File: config.mk
export PLATFORM = sky130hd
export DESIGN_NAME = pipelined_shifter
export DESIGN_NICKNAME = d
export VERILOG_FILES = /design/src/rtl/shifter_pkg.sv /design/src/rtl/pipelined_shifter_stage.sv /design/src/rtl/pipelined_shifter.sv
export SDC_FILE = /design/constraint.sdc
export NUM_CORES = 1
export LEC_CHECK = 0
export ABC_AREA = 1
export BUFFER_PORTS_ARGS = -buffer_cell sky130_fd_sc_hd__buf_2
export CAP_MARGIN = 15
export CORE_UTILIZATION = 55
export DETAILED_ROUTE_END_ITERATION = 7
export PLACE_DENSITY = 0.78
export REMOVE_ABC_BUFFERS = 1
export SLEW_MARGIN = 40
export SYNTH_ARGS = -nofsm -noshare
export SYNTH_HDL_FRONTEND = slang
export SYNTH_SLANG_ARGS = --single-unit
export TNS_END_PERCENT = 30
File: constraint.sdc
create_clock -name clk -period 1.7 [get_ports clk]
set_input_delay 0.085 -clock clk [delete_from_list [all_inputs] [get_ports clk]]
set_output_delay 0.085 -clock clk [all_outputs]
set_load 0.03 [all_outputs]
File: src/rtl/shifter_pkg.sv
// Shared types and helpers for the pipelined barrel shifter.
// Rotates exist only when SHIFTER_ROTATE_EN is defined.
package shifter_pkg;

    localparam int SHIFT_OP_WIDTH = 3;
    localparam int MAX_WIDTH      = 64;

    typedef enum logic [SHIFT_OP_WIDTH-1:0] {
        SHIFT_SLL = 3'b000,
        SHIFT_SRL = 3'b001,
        SHIFT_SRA = 3'b011,
        SHIFT_ROL = 3'b100,
        SHIFT_ROR = 3'b101
    } shift_op_e;

    // Reverses the low w bits; bits at and above w read as zero.
    function automatic logic [MAX_WIDTH-1:0] bit_reverse(
        input logic [MAX_WIDTH-1:0] d,
        input int                   w
    );
        logic [MAX_WIDTH-1:0] r;
        r = '0;
        for (int i = 0; i < MAX_WIDTH; i++) begin
            if (i < w) r[i] = d[w-1-i];
        end
        return r;
    endfunction

endpackage

File: src/rtl/pipelined_shifter_stage.sv
// One pipeline stage: a run of shift levels followed by a register.
// The wrap mux is built only when SHIFTER_ROTATE_EN is defined.
module shifter_stage
    import shifter_pkg::*;
#(
    parameter int WIDTH       = 32,
    parameter int FIRST_LEVEL = 0,
    parameter int NUM_LEVELS  = 1,
    parameter int TAG_WIDTH   = 5,
    parameter int AMT_WIDTH   = $clog2(WIDTH)
) (
    input  logic                 clk,
    input  logic                 reset_n,
    input  logic                 flush,
    input  logic                 in_valid,
    output logic                 in_ready,
    input  logic [WIDTH-1:0]     in_data,
    input  logic [AMT_WIDTH-1:0] in_amount,
    input  logic                 in_right,
    input  logic                 in_rot,
    input  logic                 in_fill,
    input  logic [TAG_WIDTH-1:0] in_tag,
    output logic                 out_valid,
    input  logic                 out_ready,
    output logic [WIDTH-1:0]     out_data,
    output logic [AMT_WIDTH-1:0] out_amount,
    output logic                 out_right,
    output logic                 out_rot,
    output logic                 out_fill,
    output logic [TAG_WIDTH-1:0] out_tag
);

    localparam int L = $clog2(WIDTH);

    logic             advance;
    logic [WIDTH-1:0] shifted;

    assign advance  = !out_valid || out_ready;
    assign in_ready = advance;

    // Level k shifts by 2^(L-1-k); fill enters at the LSB side.
    always_comb begin
        shifted = in_data;
        for (int j = 0; j < NUM_LEVELS; j++) begin
            if (in_amount[L-1-FIRST_LEVEL-j]) begin
`ifdef SHIFTER_ROTATE_EN
                if (in_rot)
                    shifted = (shifted << (1 << (L-1-FIRST_LEVEL-j)))
                            | (shifted >> (WIDTH - (1 << (L-1-FIRST_LEVEL-j))));
                else
`endif
                    shifted = (shifted << (1 << (L-1-FIRST_LEVEL-j)))
                            | ({WIDTH{in_fill}}
                               & ~({WIDTH{1'b1}} << (1 << (L-1-FIRST_LEVEL-j))));
            end
        end
    end

    always_ff @(posedge clk) begin
        if (!reset_n) begin
            out_valid  <= 1'b0;
            out_data   <= '0;
            out_amount <= '0;
            out_right  <= 1'b0;
            out_rot    <= 1'b0;
            out_fill   <= 1'b0;
            out_tag    <= '0;
        end else begin
            if (flush)        out_valid <= 1'b0;
            else if (advance) out_valid <= in_valid;
            if (advance && in_valid) begin
                out_data   <= shifted;
                out_amount <= in_amount;
                out_right  <= in_right;
                out_rot    <= in_rot;
                out_fill   <= in_fill;
                out_tag    <= in_tag;
            end
        end
    end

endmodule

File: src/rtl/pipelined_shifter.sv
// Pipelined barrel shifter with valid/ready, tag sideband and flush.
// Define SHIFTER_ROTATE_EN to enable ROL/ROR.
module pipelined_shifter
    import shifter_pkg::*;
#(
    parameter int WIDTH     = 32,
    parameter int STAGES    = 2,
    parameter int TAG_WIDTH = 5
) (
    input  logic                      clk,
    input  logic                      reset_n,
    input  logic                      flush,
    input  logic                      in_valid,
    output logic                      in_ready,
    input  logic [WIDTH-1:0]          in_data,
    input  logic [$clog2(WIDTH)-1:0]  in_amount,
    input  logic [SHIFT_OP_WIDTH-1:0] in_op,
    input  logic [TAG_WIDTH-1:0]      in_tag,
    output logic                      out_valid,
    input  logic                      out_ready,
    output logic [WIDTH-1:0]          out_data,
    output logic [TAG_WIDTH-1:0]      out_tag
);

    localparam int L = $clog2(WIDTH);

    logic                 v     [STAGES+1];
    logic                 rdy   [STAGES+1];
    logic [WIDTH-1:0]     data  [STAGES+1];
    logic [L-1:0]         amt   [STAGES+1];
    logic                 right [STAGES+1];
    logic                 rot   [STAGES+1];
    logic                 fill  [STAGES+1];
    logic [TAG_WIDTH-1:0] tag   [STAGES+1];

    logic                 right0;
    logic                 rot0;
    logic                 fill0;
    logic                 pass0;
    logic [MAX_WIDTH-1:0] rev_in;
    logic [MAX_WIDTH-1:0] rev_out;
    logic                 unused_bits;

    always_comb begin
        right0 = 1'b0;
        rot0   = 1'b0;
        fill0  = 1'b0;
        pass0  = 1'b0;
        case (in_op)
            SHIFT_SLL: ;
            SHIFT_SRL: right0 = 1'b1;
            SHIFT_SRA: begin
                right0 = 1'b1;
                fill0  = in_data[WIDTH-1];
            end
`ifdef SHIFTER_ROTATE_EN
            SHIFT_ROL: rot0 = 1'b1;
            SHIFT_ROR: begin
                right0 = 1'b1;
                rot0   = 1'b1;
            end
`endif
            default:   pass0 = 1'b1;
        endcase
    end

    // Right shifts run as left shifts on the bit-reversed operand.
    assign rev_in  = bit_reverse(MAX_WIDTH'(in_data), WIDTH);
    assign rev_out = bit_reverse(MAX_WIDTH'(data[STAGES]), WIDTH);

    assign v[0]     = in_valid;
    assign data[0]  = right0 ? rev_in[WIDTH-1:0] : in_data;
    assign amt[0]   = pass0 ? '0 : in_amount;
    assign right[0] = right0;
    assign rot[0]   = rot0;
    assign fill[0]  = fill0;
    assign tag[0]   = in_tag;

    assign in_ready    = rdy[0] && !flush;
    assign rdy[STAGES] = out_ready;

    for (genvar s = 0; s < STAGES; s++) begin : g_stage
        localparam int FIRST = (s * L + STAGES - 1) / STAGES;
        localparam int NEXT  = ((s + 1) * L + STAGES - 1) / STAGES;

        shifter_stage #(
            .WIDTH       (WIDTH),
            .FIRST_LEVEL (FIRST),
            .NUM_LEVELS  (NEXT - FIRST),
            .TAG_WIDTH   (TAG_WIDTH),
            .AMT_WIDTH   (L)
        ) u_stage (
            .clk        (clk),
            .reset_n    (reset_n),
            .flush      (flush),
            .in_valid   (v[s]),
            .in_ready   (rdy[s]),
            .in_data    (data[s]),
            .in_amount  (amt[s]),
            .in_right   (right[s]),
            .in_rot     (rot[s]),
            .in_fill    (fill[s]),
            .in_tag     (tag[s]),
            .out_valid  (v[s+1]),
            .out_ready  (rdy[s+1]),
            .out_data   (data[s+1]),
            .out_amount (amt[s+1]),
            .out_right  (right[s+1]),
            .out_rot    (rot[s+1]),
            .out_fill   (fill[s+1]),
            .out_tag    (tag[s+1])
        );
    end

    assign out_valid = v[STAGES];
    assign out_data  = right[STAGES] ? rev_out[WIDTH-1:0] : data[STAGES];
    assign out_tag   = tag[STAGES];

    assign unused_bits = ^{amt[STAGES], rot[STAGES], fill[STAGES],
                           rev_in, rev_out};

endmodule

; ---- Word level (Yosys, flattened, before mapping)
; Index checks and enable logic that the tools add are counted.
[totals]
register_bits = 81
in_bits = 50
word_cells = 40
[classes]
eq_ne = 2
mux = 10
bitwise_logic = 6
n_reduce_logical = 12
[ops]
columns = op, n
row1 = 32-bit two-way mux, 7
row2 = 32-bit by 1-bit OR with 32-bit output, 1
row3 = 32-bit by 16-bit OR with 32-bit output, 1
row4 = 32-bit by 2-bit OR with 32-bit output, 1
row5 = 32-bit by 4-bit OR with 32-bit output, 1
row6 = 32-bit by 8-bit OR with 32-bit output, 1
row7 = 5-bit two-way mux, 1
row8 = 2-bit OR reduction, 2
row9 = 3-bit by 1-bit == test with 1-bit output (second input constant), 1
row10 = 3-bit by 2-bit == test with 1-bit output (second input constant), 1
row11 = 1-bit logical AND, 3
row12 = 1-bit zero test, 3
row13 = 3-bit zero test, 1
row14 = 3-bit OR reduction, 1
row15 = 1-bit logical OR, 2
row16 = 1-bit two-way mux, 2
row17 = 1-bit inverter, 1

; ---- Longest topological paths before layout
; Gate-level depths: netlist of run 1.
[depth]
word_depth = 10
ltp_mapped = 13
depth_no_buf = 12

; ---- Cells and area by module
; From an unflattened synthesis of run 1, not the netlist that was laid out.
[unflattened]
hier_cells = 1077
hier_area_um2 = 6399.9
[modules_own_cells]
columns = mod, n_inst, cells_each, area_per_inst_um2
row1 = shifter_stage at g_stage[1].u_stage, 1, 440, 2685.1
row2 = shifter_stage at g_stage[0].u_stage, 1, 429, 2631.3
row3 = pipelined_shifter, 1, 208, 1083.5

; ---- Worst setup path before layout of run 1
; OpenSTA, ideal clock, no wires.
[synth_timing]
path_type = register to register
start = register g_stage[1].u_stage.out_valid
end = register g_stage[1].u_stage.out_data[1]
arrival_time_ps = 1529
setup_slack_ps = 54
path_stages_with_launch = 8
synth_period_minus_slack_ps = 1646
cell_sequence = dfxtp_1 > nand2_1 > nand2_1 > clkinv_1 > clkbuf_1 > buf_2 > o211ai_1 > inv_1
[synth_via]
elab_chain_len = 3
[synth_lines]
columns = element, line_no
row1 = from (decl), pipelined_shifter_stage.sv:23  ; output logic out_valid,
row2 = from (signal assigned), pipelined_shifter_stage.sv:70  ; else if (advance) out_valid <= in_valid;
row3 = 1-bit zero test, pipelined_shifter_stage.sv:38  ; assign advance = !out_valid || out_ready;
row4 = 1-bit logical OR, pipelined_shifter_stage.sv:38
row5 = 1-bit logical AND, pipelined_shifter_stage.sv:71  ; if (advance && in_valid) begin
row6 = to (signal assigned), pipelined_shifter_stage.sv:72  ; out_data <= shifted;
row7 = to (decl), pipelined_shifter_stage.sv:25  ; output logic [WIDTH-1:0] out_data,
; No other way between the ends.
; A chain may end at the register's enable or synchronous reset.

; ---- Worst setup path in the final report of run 1
[layout_timing]
start = register g_stage[1].u_stage.out_valid
end = register g_stage[0].u_stage.out_data[31]
[layout_via]
elab_chain_len = 4
[layout_lines]
columns = element, line_no
row1 = 1-bit zero test, pipelined_shifter_stage.sv:38
row2 = 1-bit logical OR (2 in a row), pipelined_shifter_stage.sv:38
row3 = 1-bit logical AND, pipelined_shifter_stage.sv:71
row4 = to (signal assigned), pipelined_shifter_stage.sv:72
row5 = to (decl), pipelined_shifter_stage.sv:25
; No other way between the ends.

==> results.md, run 1 <==
- Status: finished, final reports clean
- RR Endpoint: g_stage[0].u_stage.out_data[31]
- Net count, final: 1052
- Hold_ws: 3.14 ps
- Core area: 9330 um2
- CP peak stage delay: 350 ps
- Yosys warnings: 0
- Max Fanout on Critical Path: 11
- Reg2Reg Depth: 9
- Vias: 5889
- Largest net degree at the start of global routing: 65
- Initial antenna violation count: 0
- Initial DRC Count: 367
- Hold Vio Cnt, Final: 0
- Vias in the first global route: 5033
- Avg Cell Area, Syn: 5.78 um2
- Cell family contributing the most delay on the critical path: simple AND/OR/NAND/NOR gates
- Slew headroom: 64.2%
- Clk sink count: 81
- HP Class: in2reg
- Asr flop ratio synth: 0%
- Startpoint Class: flop
- WP depth: 9
- CTS Root Cell: clkbuf_8
- Crit path time final: 1590 ps
- Fmax: 628 MHz
- Diodes inserted: 0
- Max_cap viols: 0
- WL final: 14100 um
- Top area cells in the synthesized netlist: dfxtp_1, nand2_1, nand3_1
- Share of post-route cells with drive strength above 1: 15.3%
- Die W: 101 um
- Clk slew on worst S/H paths: 80 ps
- Leak Pwr: 3.15 nW
- Vias per inst: 5.18
- Top-area cell type share of the netlist area: 30.3%
- Post-route ant nets: 0
- Row count: 35
- GP Congestion: 0.924
- Clock skew after layout: 11.7 ps
- Worst slew pin tran: 532 ps
- Top_reg_cell synth: dfxtp_1
- Hold_sp: in_tag[4]
- Setup repair after global routing missed its margin: false
- CP Capture Type: flop
- Largest area contributor in the netlist: dfxtp_1
- Worst-skew pair later-pin latency: 360 ps
- Final period util: 93.6%
- Max IR drop VDD: 0.000495 V
- Sequential area share after synthesis: 30.3%
- Initial core utilization: 57.4%
- Total grt overflow: 0
- Area growth, synth to finish: 17.2%
- Post-CTS Setup Inserts: 0
- H-tree depth: 3
- Commonest non-fill, non-tap cell in the layout: nand2_1
- Most used cell, CP: nor2_1
- DP Area: 6010 um2
- Wirelength per Cell: 12.4 um
- CTS Buffer Depth: 2
- Flop pwr share: 43.3%
- Sw Ratio: 34.2%
- Crit path capture: g_stage[0].u_stage.out_data[31]
- Critical path required time: 1950 ps
- I/O Buffers: 88
- Worst R2R Start: g_stage[1].u_stage.out_valid
- DR pass1 iterations: 5
- Critical path's slowest cell: dfxtp_1
- Reg-to-reg slack, setup: 110 ps
- Worst setup path start: g_stage[1].u_stage.out_valid
- Post-synth EDFFs: 0
- Post-DP HPWL: 10600 um
- Worst path bufs/invs: 3
- Mapped cell area: 5350 um2
- Register bit total from synthesis: 81
- Post-route cell area: 6270 um2
- CTS tree: built
- Final setup violation count: 0
- First-pass GRT wire length: 23600 um
- Clock power share: 30.3%
- Area of the die: 10100 um2
- Pwr dens: 771 nW/um2
- CP Cell Sequence: nand3_1, nand2_1, buf_4, inv_1, buf_4, nor2_1, nor2_1, nand2_1, nor2_1
- Max-slew violations: 0
- Drc violations: 0
- CP Data Arrival Time: 1840 ps
- TritonCTS Buffers: 9
- Commonest cells after routing, fill and taps aside: nand2_1, inv_1, nand3_1
- Tot GR Track Use: 29.1%
- Cell Int Power: 3.18 mW
- Net switching power: 1.65 mW
- Cells after Synth: 926
- Count of cell types in the netlist: 23
- # IOs: 89
- Chip height: 101 um
- Path type of the worst setup path: reg2reg
- Comb pwr share: 26.4%
-- synthesized netlist by cell type, types with 2 or more instances --
master	count
buf_4	5
nand2_1	296
nor2_1	79
inv_2	5
buf_2	14
o21ai_0	77
nand3_2	2
nand2_4	2
dfxtp_1	81
nand3_1	98
and2_1	6
clkinv_1	2
o211ai_1	36
nor2_2	4
a21oi_1	60
inv_1	100
buf_1	6
clkbuf_1	36
o21ai_1	13
-- kinds of logic (layout without fill, tap and decap cells) --
group                  count (synthesis)  after routing  share of synthesized area (%)
AND/OR/NAND/NOR                      488            488                           37.5
AO/OA/AOI/OAI                        189            189                           19.7
flip-flops                            81             81                           30.3
buffers and inverters                168            249                           12.5
-- metal layers --
| layer | track usage, % | wire [um] |
|---|---|---|
| met1 | 40.0 | 6830 |
| met2 | 46.9 | 6200 |
| met3 | 3.68 | 704 |
| met4 | 10.1 | 361 |
| met5 | 0 | 0 |
-- stage by stage --
step	power (mW)	instances	worst slack [ps]	TNS [ps]	utilization [%]
after floorplan	2.95	865	-721	-50830	-
after global placement	3.38	1115	161	0	64.5
after detailed placement	3.39	1115	113	0	64.5
after CTS	4.84	1136	104	0	67.2
after global routing	5.11	1136	34.6	0	67.2
final	4.83	1136	109	0	67.2
-- state kept, by name (all words and copies together), names as in the netlist --
register,cells
g_stage.u_stage.out_amount,2
g_stage.u_stage.out_valid,2
g_stage.u_stage.out_data,64
g_stage.u_stage.out_fill,1
g_stage.u_stage.out_tag,10
g_stage.u_stage.out_right,2
-- final cells by class --
type / count / area (um2)
Clock buffer: 10 / 138
Clock inverter: 6 / 65.1
Fill cell: 902 / 3060
Inverter: 107 / 402
Multi-Input combinational cell: 677 / 3070
Sequential cell: 81 / 1620
Tap cell: 129 / 161
Timing Repair Buffer: 126 / 813
-- tightest hold or removal path: cells and delay by family --
| kind | cells | cell delay (ps) |
|---|---|---|
| AO/OA/AOI/OAI | 1 | 70 |
| buffers and inverters | 1 | 70 |
| AND/OR/NAND/NOR | 1 | 90 |
-- power groups by stage --
stage	Clock (mW)	Sequential [mW]	Combinational (mW)
final	1.46	2.09	1.28
after global routing	1.56	2.11	1.44
after CTS	1.48	2.09	1.27
after detailed placement	0	2.14	1.25
after global placement	0	2.13	1.24
after floorplan	0	2.16	0.785
-- worst min path at each step --
stage | endpoint | cells past startpoint
after global placement | g_stage[0].u_stage.out_tag[1] | 3
after global routing | g_stage[0].u_stage.out_tag[4] | 3
after floorplan | g_stage[0].u_stage.out_data[29] | 2
after detailed placement | g_stage[0].u_stage.out_tag[2] | 3
after CTS | g_stage[0].u_stage.out_tag[4] | 3
final | g_stage[0].u_stage.out_tag[4] | 3
-- what timing repair did --
action | in CTS | in global routing
resized for setup | 0 | 1
setup endpoints to repair | 0 | 2
hold buffers | 5 | 0
endpoints found under the hold margin | 5 | 0
(Power assumes the default switching activity.)
==> run 2: changes to the inputs <==
--- a/config.mk
+++ b/config.mk
@@ -10,6 +10,7 @@
 export CAP_MARGIN = 15
 export CORE_UTILIZATION = 55
 export DETAILED_ROUTE_END_ITERATION = 7
+export GPL_TIMING_DRIVEN = 0
 export PLACE_DENSITY = 0.78
 export REMOVE_ABC_BUFFERS = 1
 export SLEW_MARGIN = 40
==> results.md, run 2 (synthesis results as in run 1) <==
- Worst path bufs/invs: 1 (-2)
- WP depth: 3 (-6)
- Metal3 WL: 737 um (+4.7%)
- Pwr dens: 781 nW/um2 (+1.4%)
- Clk sink count: 81 (unchanged)
- Largest net degree at the start of global routing: 66 (+1.5%)
- Worst-skew pair later-pin latency: 370 ps (about the same)
- Fmax: 622 MHz (-0.97%)
- Post-route ant nets: 0 (unchanged)
- Wirelength per Cell: 12.9 um (+4.3%)
- CP peak stage delay: 710 ps (+360 ps)
- Crit path time final: 1610 ps (+15.5 ps)
- H-tree depth: 3 (unchanged)
- CTS tree: built
- Area of the die: 10100 um2 (unchanged)
- Comb pwr share: 25.3% (-1.1 points)
- Core area: 9330 um2 (unchanged)
- Row count: 35 (unchanged)
- Cell Int Power: 3.12 mW (-1.9%)
- Worst setup path start: g_stage[1].u_stage.out_right
- Status: complete, but fails checks
- Commonest non-fill, non-tap cell in the layout: nand2_1
- First-pass GRT wire length: 23600 um (+0.32%)
- CTS Root Cell: clkbuf_8
- Reg2Reg Depth: 8 (-1)
- Clock power share: 30.7% (+0.4 points)
- Sw Ratio: 35.5% (+1.3 points)
- Hold Vio Cnt, Final: 1 (+1)
- Worst slew pin tran: 567 ps (+35.4 ps)
- Slew headroom: 62.2% (-2.0 points)
- Biggest register: g_stage.u_stage.out_data
- I/O Buffers: 88 (unchanged)
- Final period util: 94.5% (+0.91 points)
- Top layer in use: met4
- Reg-to-reg slack, setup: 110 ps (about the same)
- Setup TNS: 0 ps (unchanged)
- CP Capture Type: output port
- DR pass1 iterations: 6 (+1)
- Crit path capture: out_data[25]
- Chip height: 101 um (unchanged)
- CP Cell Sequence: nor2_1, a21oi_1, buf_2
- Max-slew violations: 0 (unchanged)
- Startpoint Class: flop
- Met2 WL: 6390 um (+3.1%)
- Initial DRC Count: 405 (+10%)
- Leak Pwr: 3.03 nW (-3.8%)
- CTS Buffer Depth: 2 (unchanged)
- WL final: 14400 um (+2.4%)
- Max IR drop VDD: 0.000488 V (-1.6%)
- Commonest cells after routing, fill and taps aside: nand2_1, inv_1, nand3_1
- Cell family contributing the most delay on the critical path: flip-flops
- Failing checks: negative hold slack
- Max_cap viols: 0 (unchanged)
- GP Congestion: 0.915 (-0.89%)
- Total Power: 4.84 mW (+0.12%)
- Top flop regs: g_stage.u_stage.out_data (64), g_stage.u_stage.out_tag (10)
- Vias in the first global route: 5017 (-0.32%)
- Area growth, synth to finish: 15.7%
- Diodes inserted: 0 (unchanged)
- RR Endpoint: g_stage[0].u_stage.out_data[31]
- Drc violations: 0 (unchanged)
- Post-DP HPWL: 9730 um (-8.5%)
- Initial core utilization: 57.4% (unchanged)
- # IOs: 89 (unchanged)
- Vias: 5911 (+0.37%)
- Critical path required time: 1620 ps (-330 ps)
- Final setup violation count: 0 (unchanged)
- Worst R2R Start: g_stage[1].u_stage.out_valid
- Total grt overflow: 0 (unchanged)
- Clk slew on worst S/H paths: 100 ps (+20 ps)
- Net switching power: 1.72 mW (+4.0%)
- CP Data Arrival Time: 1520 ps (-320 ps)
- Share of post-route cells with drive strength above 1: 14.3% (-0.99 points)
- Path type of the worst setup path: reg2out
- Critical path's slowest cell: dfxtp_4
- Tot GR Track Use: 29.2% (+0.13 points)
- Initial antenna violation count: 0 (unchanged)
- M1 WL: 6850 um (+0.38%)
- TritonCTS Buffers: 9 (unchanged)
- Die W: 101 um (unchanged)
- Largest register FFs: 64 (unchanged)
- Clock skew after layout: 12.3 ps (+0.596 ps)
- HP Class: in2reg
- Core Util, Final: 66.4% (-0.85 points)
- Flop pwr share: 44.1% (+0.8 points)
- Hold_ws: -6.12 ps (-9.27 ps)
- Setup repair after global routing missed its margin: true
- Max Fanout on Critical Path: 65 (+54)
- Net count, final: 1031 (-2.0%)
- Vias per inst: 5.30 (+2.3%)
run 2: layout make-up:
class | count | area, um2
clock inverter | 7 | 76.3
timing repair buffer | 104 | 616
fill | 910 | 3140
clock buffer | 9 | 124
tap | 129 | 161
inverter | 107 | 423
sequential | 81 | 1630
multi-input combinational | 678 | 3160
run 2: timing repair:
| action | in CTS | in global routing |
|---|---|---|
| setup buffers | 4 | 4 |
| gates cloned | 0 | 1 |
| pin swaps | 2 | 2 |
| gates resized for setup | 9 | 27 |
| endpoints found under the hold margin | 7 | 0 |
| hold buffers | 7 | 0 |
| setup endpoints to repair | 44 | 81 |
run 2: how the worst min path moves through the flow:
stage               from                              end  slack (ps)  depth (start not counted)
5_1_grt        in_tag[1]    g_stage[0].u_stage.out_tag[1]          40                          3
3_5_place_dp   in_tag[0]    g_stage[0].u_stage.out_tag[0]         350                          3
2_1_floorplan    reset_n  g_stage[0].u_stage.out_data[29]         180                          2
4_1_cts        in_tag[1]    g_stage[0].u_stage.out_tag[1]         0.6                          3
3_3_place_gp   in_tag[1]    g_stage[0].u_stage.out_tag[1]         340                          3
6_report       in_tag[1]    g_stage[0].u_stage.out_tag[1]          -6                          3
run 2: per-stage QoR:
step / instance area (um2) / cells / setup WS (ps)
finish: 6190 / 1115 / 93.0
global route: 6190 / 1115 / -38.4
CTS: 6070 / 1110 / 6.78
detailed placement: 5730 / 1083 / -858
global placement: 5690 / 1082 / -1410
floorplan: 5090 / 865 / -721
run 2: worst reg2reg max path, stage by stage (launching register included):
cell        delay, ps
dfxtp_1           390
nand3_2           250
nand2_8           280
clkinvlp_4        110
buf_4             200
nor2_1            100
nor2_1             50
nand2_1            80
nor2_1             30
run 2: routing by layer:
layer / global-route usage, % / vias to the layer above
met5: 0 / -
met4: 13.9 / 0
met3: 3.19 / 33
met1: 41.4 / 2606
li1: - / 3078
met2: 44.4 / 194
run 2: power groups by stage:
stage | combinational [mW] | clock, mW | sequential, mW
finish | 1.22 | 1.48 | 2.13
global route | 1.37 | 1.57 | 2.15
CTS | 1.17 | 1.49 | 2.13
detailed placement | 1.14 | 0 | 2.17
global placement | 1.12 | 0 | 2.17
floorplan | 0.785 | 0 | 2.16
==> run 3: changes to the inputs <==
--- a/config.mk
+++ b/config.mk
@@ -10,11 +10,11 @@
 export CAP_MARGIN = 15
 export CORE_UTILIZATION = 55
 export DETAILED_ROUTE_END_ITERATION = 7
-export GPL_TIMING_DRIVEN = 0
-export PLACE_DENSITY = 0.78
+export PLACE_DENSITY = 0.77
 export REMOVE_ABC_BUFFERS = 1
 export SLEW_MARGIN = 40
 export SYNTH_ARGS = -nofsm -noshare
 export SYNTH_HDL_FRONTEND = slang
+export SYNTH_HIERARCHICAL = 1
 export SYNTH_SLANG_ARGS = --single-unit
 export TNS_END_PERCENT = 30
==> results.md, run 3 <==
- CTS tree: built
- Max Fanout on Critical Path: 44 (-32%)
- Max_cap viols: 0 (unchanged)
- Pwr dens: 751 nW/um2 (-3.9%)
- Post-DP HPWL: 10400 um (+6.7%)
- TritonCTS Buffers: 9 (unchanged)
- Vias: 6317 (+6.9%)
- CTS Buffer Depth: 2 (unchanged)
- Hold_sp: out_ready
- Setup repair after global routing missed its margin: false
- Row count: 37 (+5.7%)
- CTS Root Cell: clkbuf_8
- PnR worst setup slack: 156 ps (+63.3 ps)
- CP Capture Type: flop
- Clock skew after layout: 6.44 ps (-5.85 ps)
- Worst-skew pair later-pin latency: 360 ps (about the same)
- GP Congestion: 0.908 (-0.85%)
- Final setup violation count: 0 (unchanged)
- # IOs: 89 (unchanged)
- Commonest cells after routing, fill and taps aside: nand2_1, nand3_1, inv_1
- Max IR drop VDD: 0.000695 V (+43%)
- WL final: 14500 um (+0.50%)
- Tot GR Track Use: 26.9% (-2.3 points)
- Max-slew violations: 0 (unchanged)
- Clk slew on worst S/H paths: 80 ps (-20 ps)
- Vias in the first global route: 5717 (+14%)
- Path type of the worst setup path: reg2reg
- Share of post-route cells with drive strength above 1: 18.5% (+4.2 points)
- Clk sink count: 81 (unchanged)
- I/O Buffers: 88 (unchanged)
- Yosys warnings: 6 (+6)
- Hold Vio Cnt, Final: 0 (-1)
- Avg Cell Area, Syn: 5.84 um2 (+1.1%)
- Vias per inst: 5.11 (-3.7%)
- Status: finished, final reports clean
- Sw Ratio: 34.0% (-1.5 points)
- Post-Layout Cell Count: 1237 (+11%)
- Post-route cell area: 6670 um2 (+7.8%)
- Leak Pwr: 3.63 nW (+20%)
- Setup TNS: 0 ps (unchanged)
- Net switching power: 1.71 mW (-0.69%)
- First-pass GRT wire length: 25000 um (+5.7%)
- Initial DRC Count: 396 (-2.2%)
- Startpoint Class: flop
- Reg-to-reg slack, setup: 160 ps (+50 ps)
- Reg2Reg Depth: 8 (unchanged)
- H-tree depth: 3 (unchanged)
- CP Data Arrival Time: 1790 ps (+270 ps)
- Initial core utilization: 57.5% (+0.17 points)
- Area growth, synth to finish: 10.3%
- HP Class: in2reg
- Biggest register: g_stage.u_stage/out_data
- Largest net degree at the start of global routing: 65 (-1.5%)
- Post-CTS Setup Inserts: 0 (-4)
- Initial antenna violation count: 0 (unchanged)
- Wirelength per Cell: 11.7 um (-9.4%)
- DR pass1 iterations: 6 (unchanged)
- Comb pwr share: 27.3% (+2.0 points)
- Total grt overflow: 0 (unchanged)
- Placed instance count: 1214 (+12%)
- Top flop regs: g_stage.u_stage/out_data (64), g_stage.u_stage/out_tag (10)
- Hold EP: g_stage[1].u_stage/out_valid
- RR Endpoint: g_stage[0].u_stage/out_right
- Diodes inserted: 0 (unchanged)
- Hold Path Stages: 4 (+1)
- Die W: 107 um (+6.2%)
- Core area: 10500 um2 (+13%)
- Cells after Synth: 1035 (+12%)
- Clock power share: 30.9% (+0.2 points)
- Chip height: 107 um (+6.2%)
- Slew headroom: 60.5% (-1.7 points)
- Crit path time final: 1540 ps (-63.3 ps)
- Drc violations: 0 (unchanged)
- Final period util: 90.8% (-3.7 points)
- Net count, final: 1146 (+11%)
- Commonest non-fill, non-tap cell in the layout: nand2_1
- Worst R2R Start: g_stage[1].u_stage/out_valid
- Area of the die: 11400 um2 (+13%)
- Post-placement setup slack: -58.0 ps (+800 ps)
- Post-route ant nets: 0 (unchanged)
- Fmax: 648 MHz (+4.1%)
- Critical path required time: 1950 ps (+330 ps)
- Largest register FFs: 64 (unchanged)
- Worst slew pin tran: 591 ps (+23.4 ps)
- Mapped cell area: 6050 um2 (+13%)
- Flop pwr share: 41.8% (-2.3 points)
- Cell Int Power: 3.31 mW (+5.9%)
- Total Power: 5.01 mW (+3.6%)
- DP Area: 6390 um2 (+12%)
## run 3: through the flow
stage / hold WS, ps / util, %
6_report: 59.1 / 63.5
5_1_grt: 64.0 / 63.5
4_1_cts: 41.8 / 63.4
3_5_place_dp: 293 / 60.8
3_3_place_gp: 288 / 60.8
2_1_floorplan: 163 / -
## run 3: cell type report
class / instances / area, um2
Clock buffer: 11 / 131
Clock inverter: 5 / 80.1
Fill cell: 1031 / 3840
Inverter: 159 / 612
Multi-Input combinational cell: 728 / 3330
Sequential cell: 81 / 1620
Tap cell: 136 / 170
Timing Repair Buffer: 117 / 723
## run 3: power groups by stage
stage | sequential (mW) | clock [mW] | combinational, mW
finish | 2.09 | 1.55 | 1.37
global route | 2.11 | 1.66 | 1.54
CTS | 2.10 | 1.59 | 1.35
detailed placement | 2.14 | 0 | 1.34
global placement | 2.14 | 0 | 1.32
floorplan | 2.16 | 0 | 0.912
## run 3: timing repair
| item | CTS | global route |
|---|---|---|
| gates resized for setup | 0 | 1 |
| hold buffers | 6 | 0 |
| endpoints found under the hold margin | 7 | 0 |
| setup endpoints to repair | 0 | 25 |
## run 3: critical path, cell delays in order, from the launching register on
cell     delay [ps]
dfxtp_1         360
nand2_2          90
inv_2            70
nand2_4          60
nand2_4         130
buf_12          230
inv_1           260
nor2_1          150
nor2_1           50
## run 3: how the worst max path moves through the flow
stage / from / depth (start not counted) / slack (ps) / endpoint
CTS: g_stage[1].u_stage/out_valid / 9 / 90 / g_stage[0].u_stage/out_data[29]
global placement: in_op[0] / 8 / 0.7 / g_stage[0].u_stage/out_data[12]
global route: g_stage[1].u_stage/out_valid / 8 / 50 / g_stage[0].u_stage/out_tag[2]
detailed placement: in_op[0] / 8 / -60 / g_stage[0].u_stage/out_data[17]
finish: g_stage[1].u_stage/out_valid / 8 / 160 / g_stage[0].u_stage/out_right
floorplan: in_op[2] / 9 / -390 / g_stage[0].u_stage/out_data[6]
## run 3: routing by layer
layer,up-vias,GRT usage (%),part of all wire (%)
li1,3332,-,-
met4,0,8.02,1.7
met2,183,48.8,49
met3,22,4.92,5.4
met5,-,0,0
met1,2780,32.1,44
